<file path="src/rtl/serial_tc_deserializer.sv">
// Serial two's-complement deserializer: receives an LSB-first frame and
// negates it on the fly (copy through the first 1, invert afterwards).
// The result is assembled into a parallel word with a one-cycle valid
// strobe and a flag for the unrepresentable most-negative result.
module serial_tc_deserializer #(
  parameter int WIDTH = 8
) (
  input  logic             t_clk,
  input  logic             r,
  input  logic             i,
  input  logic             i_valid,
  input  logic             i_start,
  output logic [WIDTH-1:0] y,
  output logic             y_valid,
  output logic             ovf,
  output logic             busy
);

  localparam int CNT_W = $clog2(WIDTH + 1);

  typedef enum logic {
    IDLE = 1'b0,
    RECV = 1'b1
  } state_t;

  state_t             state, state_nxt;
  logic [CNT_W-1:0]   cnt, cnt_nxt;
  logic               seen_one, seen_one_nxt;
  // Only WIDTH-1 bits need storing; the last converted bit joins them on
  // the completion edge to form the full word.
  logic [WIDTH-2:0]   sr, sr_nxt;
  logic [WIDTH-1:0]   y_nxt;
  logic               y_valid_nxt, ovf_nxt;

  logic               first;
  logic               accept;
  logic               done;
  logic               o;
  logic [WIDTH-1:0]   word;

  // Result 2^(WIDTH-1) has no positive counterpart in WIDTH bits.
  function automatic logic is_most_neg(input logic [WIDTH-1:0] w);
    return w == {1'b1, {(WIDTH-1){1'b0}}};
  endfunction

  assign busy = (state == RECV);

  // Next-state, datapath and output-strobe logic for each accepted bit.
  always_comb begin
    first        = i_valid && i_start;
    accept       = i_valid && (i_start || (state == RECV));
    // A start bit restarts the copy/invert rule regardless of history.
    o            = i ^ (seen_one && !first);
    word         = {o, sr};
    done         = accept && !first && (cnt == CNT_W'(WIDTH - 1));

    state_nxt    = state;
    cnt_nxt      = cnt;
    seen_one_nxt = seen_one;
    sr_nxt       = sr;
    y_nxt        = y;
    y_valid_nxt  = 1'b0;
    ovf_nxt      = 1'b0;

    if (accept) begin
      sr_nxt = word[WIDTH-1:1];
      if (done) begin
        state_nxt    = IDLE;
        cnt_nxt      = '0;
        seen_one_nxt = 1'b0;
        y_nxt        = word;
        y_valid_nxt  = 1'b1;
        ovf_nxt      = is_most_neg(word);
      end else begin
        // A start while receiving aborts the old frame silently.
        state_nxt    = RECV;
        cnt_nxt      = first ? CNT_W'(1) : cnt + CNT_W'(1);
        seen_one_nxt = (seen_one && !first) || i;
      end
    end
  end

  // State, shift register and output registers; reset drops any partial frame.
  always_ff @(posedge t_clk or posedge r) begin
    if (r) begin
      state    <= IDLE;
      cnt      <= '0;
      seen_one <= 1'b0;
      sr       <= '0;
      y        <= '0;
      y_valid  <= 1'b0;
      ovf      <= 1'b0;
    end else begin
      state    <= state_nxt;
      cnt      <= cnt_nxt;
      seen_one <= seen_one_nxt;
      sr       <= sr_nxt;
      y        <= y_nxt;
      y_valid  <= y_valid_nxt;
      ovf      <= ovf_nxt;
    end
  end

endmodule

</file>
<file path="config.mk">
export PLATFORM = sky130hd
export DESIGN_NAME = serial_tc_deserializer
export DESIGN_NICKNAME = d
export VERILOG_FILES = /design/src/rtl/serial_tc_deserializer.sv
export SDC_FILE = /design/constraint.sdc
export NUM_CORES = 1
export LEC_CHECK = 0
export BUFFER_PORTS_ARGS = -buffer_cell sky130_fd_sc_hd__buf_2
export CAP_MARGIN = 20
export CORE_MARGIN = 2
export CORE_UTILIZATION = 53
export DETAILED_ROUTE_END_ITERATION = 8
export MAX_ROUTING_LAYER = met4
export PLACE_DENSITY = 0.73
export SLEW_MARGIN = 20
export SYNTH_ARGS = -nofsm -noshare
export SYNTH_HDL_FRONTEND = slang
export SYNTH_SLANG_ARGS = --single-unit
</file>
<file path="constraint.sdc">
create_clock -name t_clk -period 1.9 [get_ports t_clk]
set_clock_uncertainty 0.1 [all_clocks]
set_input_delay 0.285 -clock t_clk [delete_from_list [all_inputs] [get_ports t_clk]]
set_output_delay 0.285 -clock t_clk [all_outputs]
set_load 0.005 [all_outputs]
</file>
==> out/metrics.cfg <==
[setup_path]
cpMaxStageDelayCell=dfrtp_1
endpoint_kind=flip-flop
worstPathMaxFanout=8
r2r_end=y[5]$_DFFE_PP0P_
start_kind=flip-flop
r2r_start=cnt[0]$_DFFE_PP0P_
r2r_setup_slack_ns=0.14
ff2ff_path_depth=5
cp_top_family=flip-flops
crit_chain=ha_1 -> nand2_1 -> nor3_4 -> buf_4 -> mux2_4
worstPathRequired_ns=2.00
path_class=reg -> reg
worst_ep_arrival_time_ns=1.86
cp_num_buf_inv=1
cpPeakStageDelay_ns=0.43

[power]
power_mw=1.40
pwr_density_cell_nw_per_um2=1190
p_int_mw=0.983
p_leak_nw=0.578
swShare_pct=29.9
clockPowerShare_pct=15.4
seqPwrFrac_pct=57.1
netSwitchingPower_mw=0.420
p_comb_share_pct=27.6
irDropWorstVdd_v=0.000745

[sta]
rsz0062_at_grt=no
setup_violations=0
period_share_pct=92.9
setup_tns_ns=0
finalHoldViolations=0
slew_headroom_pct=80.6
tightest_slew_ns=0.287
fin_hold_ws_ns=0.125
fmaxAchievable_mhz=567
final-max-slew-violation-count=0
period_needed_ns=1.76

[cells_and_area]
drive_gt1_share_pct=45.4
area_delta_synth_final_pct=16.3
antenna_cells=0
nNetsFinal=105

[logic_synthesis]
postSynthCellCount=74
synth_edf_count=0
synth_nets=81
netlist_area_um2=1010
synthArstFlopShare_pct=100
ys_ff_latch=23
syn_area_per_cell_um2=13.7
ys_warn_count=0
ys.flop_type=dfrtp_1
yosysUniqueCellTypes=26
ys_seq_area_share_pct=56.9

[cts]
htree_levels=1
clk_latency_ns=0.30
cts.sinks=23
cts_inserted_buffers=3
cts_tree=built
cts_buffer_depth=2
cts_root_buffer=clkbuf_4
ctsResizeCount=0
path_clk_slew_ns=0.12

[grt]
grt_overflow=0
grt_pass1_wl_mm=2.73
antenna_found_initial=0
grt_max_degree=17
grt_pass1_vias=601
grt.total_usage_pct=18.3

[floorplan]
core_area_um2=1760
rows=15
die_area_um2=2270
initial_core_util_pct=57.3
die_w_um=47.7
dieHeight_um=47.7
top_level_ports=16

[detailed_routing]
wl_met3_um=47
vias_per_cell=5.23
drtIter0Drc=9
wl_per_cell_um=13.6
firstDrtPassIters=4
drc_errors=0
top_layer=met4
ant_nets=0
wl_mm=1.66
wl_met2_um=754
vias=638
drt-met1-wl_um=842

[placed_design]
port_buffers=15
gp_congestion=0.716
hpwl_mm=1.23

[run_status]
outcome=finished clean

[min_path]
hold_start=i_start
hold_path.class=in -> reg
holdPathEnd=cnt[2]$_DFFE_PP0P_
hold_depth=2

[flow_run]
max_cap_violations=0

[layout by cell type, fill, tap and decap left out]
cell           netlist  layout
o21ai_0              1       1
ha_1                 2       2
clkbuf_4             0       3
dlygate4sd3_1        0       1
o22ai_1              1       1
nor3_1               1       1
a22o_1               1       1
nand2_1              5       5
nor3b_1              1       1
nor4_1               1       1
nand3b_4             1       1
nor4b_1              2       2
dfrtp_1             23      23
mux2_2              10      10
or2_2                1       1
nor2_1               2       2
a211o_1              1       1
o31ai_1              1       1
buf_4                0       5
and3_2               1       1
nor3_4               1       1
a21oi_1              3       3
a31oi_1              1       1
mux2_4               5       5
clkinv_2             0       1
inv_1                4       4
buf_2                1      15
nand3_1              2       2
and4b_2              1       1
[cell families (layout without fill, tap and decap cells)]
family / count (synthesis) / in the layout / share of synthesized area [%]
fa+ha+maj: 2 / 2 / 2.47
mux: 15 / 15 / 18.6
simple gates: 19 / 19 / 13.2
flops: 23 / 23 / 56.9
compound gates: 9 / 9 / 5.69
buf+inv: 6 / 29 / 3.09
[cell usage after synthesis, types with 2 or more instances]
cell type  number  area (um^2)
nor2_1          2         7.51
nand2_1         5         18.8
nand3_1         2         10.0
nor4b_1         2         17.5
mux2_2         10          113
ha_1            2         25.0
mux2_4          5         75.1
a21oi_1         3         15.0
dfrtp_1        23          576
inv_1           4         15.0
[repair_timing]
item,4_1_cts,5_1_grt
setup endpoints to repair,0,0
endpoints found under the hold margin,7,0
hold buffers,1,0
setup buffers,0,0
[per-stage QoR]
| step | cells | cell area, um^2 | utilization (%) | worst slack (ns) |
|---|---|---|---|---|
| after floorplan | 74 | 1010 | - | 0.304 |
| after global placement | 117 | 1140 | 64.5 | 0.211 |
| after detailed placement | 117 | 1140 | 64.5 | 0.144 |
| after CTS | 122 | 1180 | 66.7 | 0.133 |
| after global routing | 122 | 1180 | 66.7 | 0.0469 |
| final | 122 | 1180 | 66.7 | 0.136 |
[cell type report]
type                       count  area (um^2)
timing repair buffer          21          123
clock inverter                 1         5.00
multi-input combinational     45          404
clock buffer                   3         22.5
fill                         142          588
sequential                    23          576
tap                           25         31.3
inverter                       4         15.0
[power groups by stage]
stage               combinational (mW)  sequential, mW  clock (mW)
global route                     0.436           0.832       0.243
floorplan                        0.260           0.783           0
CTS                              0.395           0.803       0.222
global placement                 0.381           0.799           0
detailed placement               0.389           0.813           0
finish                           0.387           0.800       0.215
[worst max path at each step]
stage,from,to,slack [ns],cells past startpoint
after global routing,cnt[0]$_DFFE_PP0P_,y[1]$_DFFE_PP0P_,0.05,5
after detailed placement,cnt[0]$_DFFE_PP0P_,y[5]$_DFFE_PP0P_,0.14,5
after floorplan,cnt[0]$_DFFE_PP0P_,y[0]$_DFFE_PP0P_,0.30,5
final,cnt[0]$_DFFE_PP0P_,y[5]$_DFFE_PP0P_,0.14,5
after CTS,cnt[0]$_DFFE_PP0P_,y[5]$_DFFE_PP0P_,0.13,5
after global placement,cnt[0]$_DFFE_PP0P_,y[0]$_DFFE_PP0P_,0.21,5
[state kept, by name (all words and copies together) (netlist names)]
register	flops
y_valid	1
seen_one	1
ovf	1
cnt	4
sr	7
busy	1
y	8
[routing by layer]
metal  up-vias  track usage [%]
met1       313             25.4
met2        11             25.4
li1        312                -
met3         2             4.53
met4         0             8.11
met5         -                -
[worst reg2reg max path: cells and delay by family, from the launching register on]
family / cells / cell delay, ns
buffers and inverters: 1 / 0.23
flip-flops: 1 / 0.43
adder cells (fa/ha/maj): 1 / 0.23
AND/OR/NAND/NOR: 2 / 0.37
multiplexers: 1 / 0.31
Power figures use the tool's default switching activity.
